### src/rtl/icache_pkg.sv
// Shared types and address slicing helpers for the instruction cache.
package icache_pkg;

    localparam int LINE_ADDR_LEN_DEF = 3;
    localparam int SET_ADDR_LEN_DEF  = 4;

    typedef enum logic [1:0] {
        IDLE   = 2'd0,
        REFILL = 2'd1,
        DONE   = 2'd2
    } state_t;

    function automatic logic [31:0] addr_word(input logic [31:0] addr, input int line_len);
        return (addr >> 2) & ((32'd1 << line_len) - 32'd1);
    endfunction

    function automatic logic [31:0] addr_set(input logic [31:0] addr, input int line_len,
                                             input int set_len);
        return (addr >> (2 + line_len)) & ((32'd1 << set_len) - 32'd1);
    endfunction

    function automatic logic [31:0] addr_tag(input logic [31:0] addr, input int line_len,
                                             input int set_len);
        return addr >> (2 + line_len + set_len);
    endfunction

endpackage

### src/rtl/icache_line_array.sv
// Tag/valid/data storage for the direct-mapped cache: one combinational read
// port, one word write port, a tag write that marks the line valid, and clear-all.
module icache_line_array
    import icache_pkg::*;
#(
    parameter int LINE_ADDR_LEN = LINE_ADDR_LEN_DEF,
    parameter int SET_ADDR_LEN  = SET_ADDR_LEN_DEF,
    parameter int TAG_ADDR_LEN  = 32 - 2 - LINE_ADDR_LEN - SET_ADDR_LEN
) (
    input  logic                     clk,
    input  logic                     rst_n,
    input  logic [SET_ADDR_LEN-1:0]  rd_set,
    input  logic [LINE_ADDR_LEN-1:0] rd_word,
    output logic                     rd_valid,
    output logic [TAG_ADDR_LEN-1:0]  rd_tag,
    output logic [31:0]              rd_data,
    input  logic                     wr_en,
    input  logic [SET_ADDR_LEN-1:0]  wr_set,
    input  logic [LINE_ADDR_LEN-1:0] wr_word,
    input  logic [31:0]              wr_data,
    input  logic                     fill_en,
    input  logic [TAG_ADDR_LEN-1:0]  fill_tag,
    input  logic                     clear_all
);

    localparam int NUM_SETS  = 1 << SET_ADDR_LEN;
    localparam int NUM_WORDS = 1 << (SET_ADDR_LEN + LINE_ADDR_LEN);

    logic [NUM_SETS-1:0]     valid;
    logic [TAG_ADDR_LEN-1:0] tag_mem  [NUM_SETS];
    logic [31:0]             data_mem [NUM_WORDS];

    assign rd_valid = valid[rd_set];
    assign rd_tag   = tag_mem[rd_set];
    assign rd_data  = data_mem[{rd_set, rd_word}];

    // Only the valid bits are reset; an invalid line's tag and data are don't-care.
    always_ff @(posedge clk or negedge rst_n) begin
        if (!rst_n) begin
            valid <= '0;
        end else if (clear_all) begin
            valid <= '0;
        end else if (fill_en) begin
            valid[wr_set] <= 1'b1;
        end
    end

    always_ff @(posedge clk) begin
        if (fill_en) begin
            tag_mem[wr_set] <= fill_tag;
        end
    end

    always_ff @(posedge clk) begin
        if (wr_en) begin
            data_mem[{wr_set, wr_word}] <= wr_data;
        end
    end

endmodule

### src/rtl/icache_responder.sv
// Direct-mapped read-only instruction cache with word-serial line refill.
// Define ICACHE_STATS_EN to add hit_count/miss_count outputs.
module icache_responder
    import icache_pkg::*;
#(
    parameter int LINE_ADDR_LEN = LINE_ADDR_LEN_DEF,
    parameter int SET_ADDR_LEN  = SET_ADDR_LEN_DEF
) (
    input  logic        clk,
    input  logic        rst_n,
    input  logic        req_valid,
    input  logic [31:0] req_addr,
    output logic [31:0] rd_data,
    output logic        miss,
    input  logic        invalidate,
    output logic        mem_req,
    output logic [31:0] mem_addr,
    input  logic        mem_rvalid,
    input  logic [31:0] mem_rdata
`ifdef ICACHE_STATS_EN
    ,
    output logic [31:0] hit_count,
    output logic [31:0] miss_count
`endif
);

    localparam int TAG_ADDR_LEN = 32 - 2 - LINE_ADDR_LEN - SET_ADDR_LEN;

    state_t                   state;
    logic [TAG_ADDR_LEN-1:0]  lat_tag;
    logic [SET_ADDR_LEN-1:0]  lat_set;
    logic [LINE_ADDR_LEN-1:0] counter;
    logic                     pend_inv;

    logic [LINE_ADDR_LEN-1:0] req_word;
    logic [SET_ADDR_LEN-1:0]  req_set;
    logic [TAG_ADDR_LEN-1:0]  req_tag;

    logic                     arr_valid;
    logic [TAG_ADDR_LEN-1:0]  arr_tag;
    logic [31:0]              arr_data;
    logic                     hit;
    logic                     wr_en;
    logic                     fill_en;
    logic                     clear_all;

    assign req_word = LINE_ADDR_LEN'(addr_word(req_addr, LINE_ADDR_LEN));
    assign req_set  = SET_ADDR_LEN'(addr_set(req_addr, LINE_ADDR_LEN, SET_ADDR_LEN));
    assign req_tag  = TAG_ADDR_LEN'(addr_tag(req_addr, LINE_ADDR_LEN, SET_ADDR_LEN));

    assign hit  = arr_valid && (arr_tag == req_tag);
    assign miss = (state != IDLE) || (req_valid && !hit);

    // A deferred invalidate lands on the DONE->IDLE edge so the line just filled is dropped too.
    assign wr_en     = (state == REFILL) && mem_rvalid;
    assign fill_en   = wr_en && (counter == '1);
    assign clear_all = ((state == IDLE) && invalidate) ||
                       ((state == DONE) && (pend_inv || invalidate));

    icache_line_array #(
        .LINE_ADDR_LEN (LINE_ADDR_LEN),
        .SET_ADDR_LEN  (SET_ADDR_LEN),
        .TAG_ADDR_LEN  (TAG_ADDR_LEN)
    ) u_line_array (
        .clk       (clk),
        .rst_n     (rst_n),
        .rd_set    (req_set),
        .rd_word   (req_word),
        .rd_valid  (arr_valid),
        .rd_tag    (arr_tag),
        .rd_data   (arr_data),
        .wr_en     (wr_en),
        .wr_set    (lat_set),
        .wr_word   (counter),
        .wr_data   (mem_rdata),
        .fill_en   (fill_en),
        .fill_tag  (lat_tag),
        .clear_all (clear_all)
    );

    always_ff @(posedge clk or negedge rst_n) begin
        if (!rst_n) begin
            state    <= IDLE;
            rd_data  <= '0;
            mem_req  <= 1'b0;
            mem_addr <= '0;
            counter  <= '0;
            pend_inv <= 1'b0;
            lat_tag  <= '0;
            lat_set  <= '0;
        end else begin
            case (state)
                IDLE: begin
                    if (req_valid && hit) begin
                        rd_data <= arr_data;
                    end else if (req_valid) begin
                        lat_tag  <= req_tag;
                        lat_set  <= req_set;
                        mem_addr <= {req_tag, req_set, {(LINE_ADDR_LEN + 2){1'b0}}};
                        mem_req  <= 1'b1;
                        counter  <= '0;
                        state    <= REFILL;
                    end
                end
                REFILL: begin
                    if (invalidate) begin
                        pend_inv <= 1'b1;
                    end
                    if (mem_rvalid) begin
                        counter <= counter + LINE_ADDR_LEN'(1);
                        if (counter == '1) begin
                            mem_req <= 1'b0;
                            state   <= DONE;
                        end
                    end
                end
                DONE: begin
                    pend_inv <= 1'b0;
                    state    <= IDLE;
                end
                default: begin
                    state <= IDLE;
                end
            endcase
        end
    end

`ifdef ICACHE_STATS_EN
    always_ff @(posedge clk or negedge rst_n) begin
        if (!rst_n) begin
            hit_count  <= '0;
            miss_count <= '0;
        end else if ((state == IDLE) && req_valid) begin
            if (hit) begin
                hit_count <= hit_count + 32'd1;
            end else begin
                miss_count <= miss_count + 32'd1;
            end
        end
    end
`endif

endmodule

### config.mk
export PLATFORM = sky130hd
export DESIGN_NAME = icache_responder
export DESIGN_NICKNAME = d
export VERILOG_FILES = /design/src/rtl/icache_pkg.sv /design/src/rtl/icache_line_array.sv /design/src/rtl/icache_responder.sv
export SDC_FILE = /design/constraint.sdc
export NUM_CORES = 2
export LEC_CHECK = 0
export CAP_MARGIN = 20
export CORE_AREA = 2 2 596 657
export CTS_CLUSTER_DIAMETER = 60
export CTS_CLUSTER_SIZE = 24
export DETAILED_ROUTE_END_ITERATION = 12
export DIE_AREA = 0 0 598 659
export PLACE_DENSITY_LB_ADDON = 0.25
export SLEW_MARGIN = 20
export SYNTH_ARGS = -nofsm -noshare
export SYNTH_HDL_FRONTEND = slang
export SYNTH_MEMORY_MAX_BITS = 65536
export SYNTH_SLANG_ARGS = --single-unit
export TNS_END_PERCENT = 20
### constraint.sdc
create_clock -name clk -period 4.4 [get_ports clk]
set_input_delay 0.44 -clock clk [delete_from_list [all_inputs] [get_ports clk]]
set_output_delay 0.44 -clock clk [all_outputs]
set_load 0.02 [all_outputs]
==> metrics.txt <==
# TYPE chip_impl_metric gauge
chip_impl_metric{name="vdd_drop_max",unit="mV"} 0.4242
chip_impl_info{name="synthFlopType",value="sky130_fd_sc_hd__edfxtp_1"} 1
chip_impl_metric{name="timing.final.setup_violations",unit=""} 0
chip_impl_metric{name="synth_enable_flop_cells",unit=""} 4464
chip_impl_metric{name="slew_viol_final",unit=""} 0
chip_impl_metric{name="average_cell_area_after_synthesis",unit="sq um"} 25.19
chip_impl_metric{name="die_area",unit="sq um"} 394100
chip_impl_metric{name="grt_pass1_vias",unit=""} 78420
chip_impl_metric{name="remaining_drcs",unit=""} 0
chip_impl_metric{name="detailed_place.area",unit="sq um"} 184600
chip_impl_metric{name="grt_antenna_before_repair",unit=""} 48
chip_impl_metric{name="routed_vias_inst",unit=""} 6.164
chip_impl_metric{name="rows",unit=""} 240
chip_impl_info{name="critPathKind",value="reg -> out"} 1
chip_impl_metric{name="place.detailed.hpwl",unit="microns"} 246600
chip_impl_metric{name="fin_skew",unit="ps"} 56.88
chip_impl_metric{name="drt_wl_total",unit="microns"} 436400
chip_impl_metric{name="drt_first_pass_iters",unit=""} 5
chip_impl_metric{name="finalHoldViolCount",unit=""} 0
chip_impl_info{name="run_status",value="completed"} 1
chip_impl_metric{name="yosys_warnings",unit=""} 0
chip_impl_metric{name="clock_insertion_delay_worst_skew",unit="ps"} 960
chip_impl_info{name="root_buffer",value="sky130_fd_sc_hd__clkbuf_16"} 1
chip_impl_metric{name="largest_net_degree_at_the_start_of_global_routing",unit=""} 102
chip_impl_metric{name="critical_path_required",unit="ps"} 3960
chip_impl_info{name="worst_setup_path_end_kind",value="output port"} 1
chip_impl_metric{name="cts_buffers",unit=""} 273
chip_impl_info{name="timing.critical_path.mode_cell",value="sky130_fd_sc_hd__nand2_1"} 1
chip_impl_metric{name="detailroute.via_count",unit=""} 77730
chip_impl_info{name="synth_top_cell_by_area",value="sky130_fd_sc_hd__edfxtp_1"} 1
chip_impl_metric{name="crit_path_max_incr_delay",unit="ps"} 480
chip_impl_info{name="capturing_instance_or_port_of_the_critical_path",value="miss"} 1
chip_impl_metric{name="clock_pin_slew_on_the_worst_setup_and_hold_paths",unit="ps"} 90
chip_impl_metric{name="globalRouteOverflowTotal",unit=""} 0
chip_impl_info{name="critical_path.startpoint",value="u_line_array.tag_mem[11][22]$_DFFE_PP_"} 1
chip_impl_metric{name="final_area",unit="sq um"} 193900
chip_impl_metric{name="max-cap-violations",unit=""} 0
chip_impl_metric{name="worst_ep_arrival_time",unit="ps"} 3820
chip_impl_info{name="synth_area_leaders",value="sky130_fd_sc_hd__edfxtp_1, sky130_fd_sc_hd__mux4_2, sky130_fd_sc_hd__dfrtp_1"} 1
chip_impl_metric{name="worst_max_slew_pin_slew",unit="ps"} 1133
chip_impl_info{name="endpoint_of_the_worst_slack_reg_to_reg_timing_path",value="rd_data[3]$_DFFE_PN0P_"} 1
chip_impl_metric{name="initial_utilization",unit=""} 0.4480
chip_impl_metric{name="fin_tns_setup",unit="ps"} 0
chip_impl_metric{name="ctsLongestPathBuffers",unit=""} 4
chip_impl_info{name="cell_with_the_most_instances_after_synthesis",value="sky130_fd_sc_hd__edfxtp_1"} 1
chip_impl_metric{name="io_pins",unit=""} 135
chip_impl_info{name="rsz0062_at_grt",value="no"} 1
chip_impl_info{name="synth.cells.most_frequent",value="sky130_fd_sc_hd__edfxtp_1, sky130_fd_sc_hd__mux4_2, sky130_fd_sc_hd__clkbuf_1"} 1
chip_impl_metric{name="synth_top_area_share",unit=""} 0.7724
chip_impl_info{name="crit_chain",value="mux4_2 > a22o_1 > a221oi_2 > xor2_2 > o2111ai_2 > a2111oi_4 > buf_4 > nand4_4 > nand2_1 > nand2_1 > buf_2"} 1
chip_impl_metric{name="post-route-min-period",unit="ps"} 4256
chip_impl_metric{name="worstHoldPathCells",unit=""} 1
chip_impl_metric{name="achievable-frequency",unit="MHz"} 234.9
chip_impl_metric{name="post_synth_instance_area",unit="sq um"} 173500
chip_impl_metric{name="chip_height",unit="microns"} 659
chip_impl_metric{name="final_net_count",unit=""} 7377
chip_impl_metric{name="place_inst",unit=""} 12100
chip_impl_metric{name="power.static_leakage",unit="nW"} 59.01
chip_impl_metric{name="postSynthRegisterBits",unit=""} 4546
chip_impl_info{name="crit_slowest_cell",value="sky130_fd_sc_hd__mux4_2"} 1
chip_impl_metric{name="layout-area-overhead-vs-synth",unit="%"} 11.74
chip_impl_metric{name="ant_nets",unit=""} 0
chip_impl_metric{name="die-width",unit="microns"} 598
chip_impl_info{name="startpoint_type",value="flop"} 1
chip_impl_metric{name="netlist_instances",unit=""} 6889
chip_impl_metric{name="stdcell_count",unit=""} 12610
chip_impl_info{name="timing.hold.worst.start",value="mem_rdata[6]"} 1
chip_impl_metric{name="timing.reg2reg.worst_path_depth",unit=""} 12
chip_impl_metric{name="coreArea",unit="sq um"} 387400
chip_impl_metric{name="post_route_cells_drive_above_1_share",unit=""} 0.3317
chip_impl_metric{name="ff2ff_setup_slack",unit="ps"} 700
chip_impl_metric{name="synth.lib_cells_used.distinct",unit=""} 54
chip_impl_metric{name="globalRouteTotalUtil",unit=""} 0.2205
chip_impl_metric{name="async_reset_ff_frac",unit=""} 0.01804
chip_impl_metric{name="clock-sinks",unit=""} 4546
chip_impl_metric{name="pwr_density_cell",unit="nW/um^2"} 434.6
chip_impl_info{name="worst_hold_path_type",value="in -> reg"} 1
chip_impl_metric{name="cts_post_setup_buffers_inserted",unit=""} 0
chip_impl_metric{name="first_iter_violations",unit=""} 9674
chip_impl_metric{name="synth-seq-area-share",unit=""} 0.7842
chip_impl_info{name="cts_tree",value="yes"} 1
chip_impl_metric{name="worst_slew_margin_rel",unit=""} 0.2446
chip_impl_metric{name="worstPathMaxFanout",unit=""} 2
chip_impl_metric{name="final.period_utilization",unit=""} 0.9674
chip_impl_metric{name="drt-wirelength-per-cell",unit="microns"} 34.61
chip_impl_metric{name="place.port_buffers",unit=""} 127
chip_impl_metric{name="globalplace.congestion",unit=""} 0.8295
chip_impl_info{name="regToRegStartpoint",value="u_line_array.tag_mem[11][22]$_DFFE_PP_"} 1
chip_impl_metric{name="timing.hold.ws",unit="ps"} 38.41
chip_impl_metric{name="grt_pass1_wl",unit="microns"} 609400
chip_impl_metric{name="power",unit="mW"} 84.28
chip_impl_metric{name="h_tree_depth_reported_by_cts",unit=""} 5
==> per-stage QoR <==
stage	utilization	setup slack, ps
floorplan	-	950.6
global placement	0.4767	92.51
detailed placement	0.4767	133.5
CTS	0.5002	78.12
global route	0.5005	0.8504
finish	0.5006	143.5
==> cells in the final DEF (no fill, tap or decap), types with 17 or more instances in the layout <==
master                            Yosys  routed
sky130_fd_sc_hd__edfxtp_1          4464    4464
sky130_fd_sc_hd__mux4_2            1411    1411
sky130_fd_sc_hd__buf_4               15     309
sky130_fd_sc_hd__clkbuf_16            0     283
sky130_fd_sc_hd__nor2_4               0     144
sky130_fd_sc_hd__buf_12               3      98
sky130_fd_sc_hd__clkdlybuf4s50_1      0      86
sky130_fd_sc_hd__dfrtp_1             82      82
sky130_fd_sc_hd__mux2i_1             68      68
sky130_fd_sc_hd__nor2_1             186      41
sky130_fd_sc_hd__diode_2              0      39
sky130_fd_sc_hd__mux2_2              39      39
sky130_fd_sc_hd__nand2_1             38      34
sky130_fd_sc_hd__mux2_4              30      30
sky130_fd_sc_hd__inv_6                0      27
sky130_fd_sc_hd__mux2_1              25      25
sky130_fd_sc_hd__inv_8                0      24
sky130_fd_sc_hd__xnor2_1             22      22
sky130_fd_sc_hd__clkinv_8             0      20
sky130_fd_sc_hd__clkbuf_1           229      20
sky130_fd_sc_hd__nor2b_1             17      17
==> repair_timing <==
| item | CTS | global route |
|---|---|---|
| resized for setup | 7 | 0 |
| hold endpoints to repair | 119 | 34 |
| setup endpoints to repair | 1 | 0 |
| hold buffers | 5 | 2 |
==> power by group <==
group	internal [mW]	total, mW	leakage, nW	switching (mW)
Combinational	2.45	6.66	13.4	4.21
Sequential	48.8	49.6	41.2	0.796
Clock	13.3	28.0	4.38	14.7
==> state kept, by name, summed over array words and instances (netlist names), 2 cells and up <==
name and count:
counter 3, lat_set 3, lat_tag 23, rd_data 32, state 2, u_line_array.data_mem 4096, u_line_array.tag_mem 368, u_line_array.valid 16
==> worst min path at each step <==
stage	endpoint	slack, ps
2_1_floorplan	counter[0]$_DFFE_PN0P_	140
3_3_place_gp	u_line_array.valid[2]$_DFFE_PN0P_	470
3_5_place_dp	u_line_array.valid[15]$_DFFE_PN0P_	480
4_1_cts	u_line_array.data_mem[126][21]$_DFFE_PP_	0.4
5_1_grt	u_line_array.data_mem[90][6]$_DFFE_PP_	50
6_report	u_line_array.data_mem[90][6]$_DFFE_PP_	40
==> layer usage <==
metal,vias to the layer above,track usage,part of all wire
li1,30640,-,-
met2,3115,0.3601,0.49
met5,-,0,0.000050
met3,478,0.03635,0.078
met1,43490,0.3126,0.41
met4,4,0.05333,0.023
==> critical path: cells and delay by family (launching register included) <==
family	cells	cell delay (ps)
DFF	1	380
AOI/OAI and AO/OA	4	1040
buffers and inverters	2	390
muxes	1	480
and+or+nand+nor	3	290
xor gates and xnor gates	1	300
==> kinds of logic after synthesis <==
kind of cell | count (synthesis) | synth area share
flops | 4546 | 0.7842
mux | 1573 | 0.1938
buf+inv | 375 | 0.009553
simple gates | 287 | 0.007275
compound gates | 68 | 0.003122
xor+xnor | 37 | 0.001867
fa+ha+maj | 2 | 0.0001442
other cells | 1 | 0.00002161
==> final cells by class <==
| class | instances | area [sq um] |
|---|---|---|
| Sequential cell | 4546 | 136100 |
| Timing Repair Buffer | 510 | 5373 |
| Clock inverter | 154 | 1873 |
| Multi-Input combinational cell | 1972 | 36940 |
| Inverter | 3 | 16.27 |
| Antenna cell | 39 | 97.59 |
| Clock buffer | 304 | 7171 |
| Fill cell | 29850 | 193400 |
| Tap cell | 5082 | 6359 |
Power figures use the tool's default switching activity.
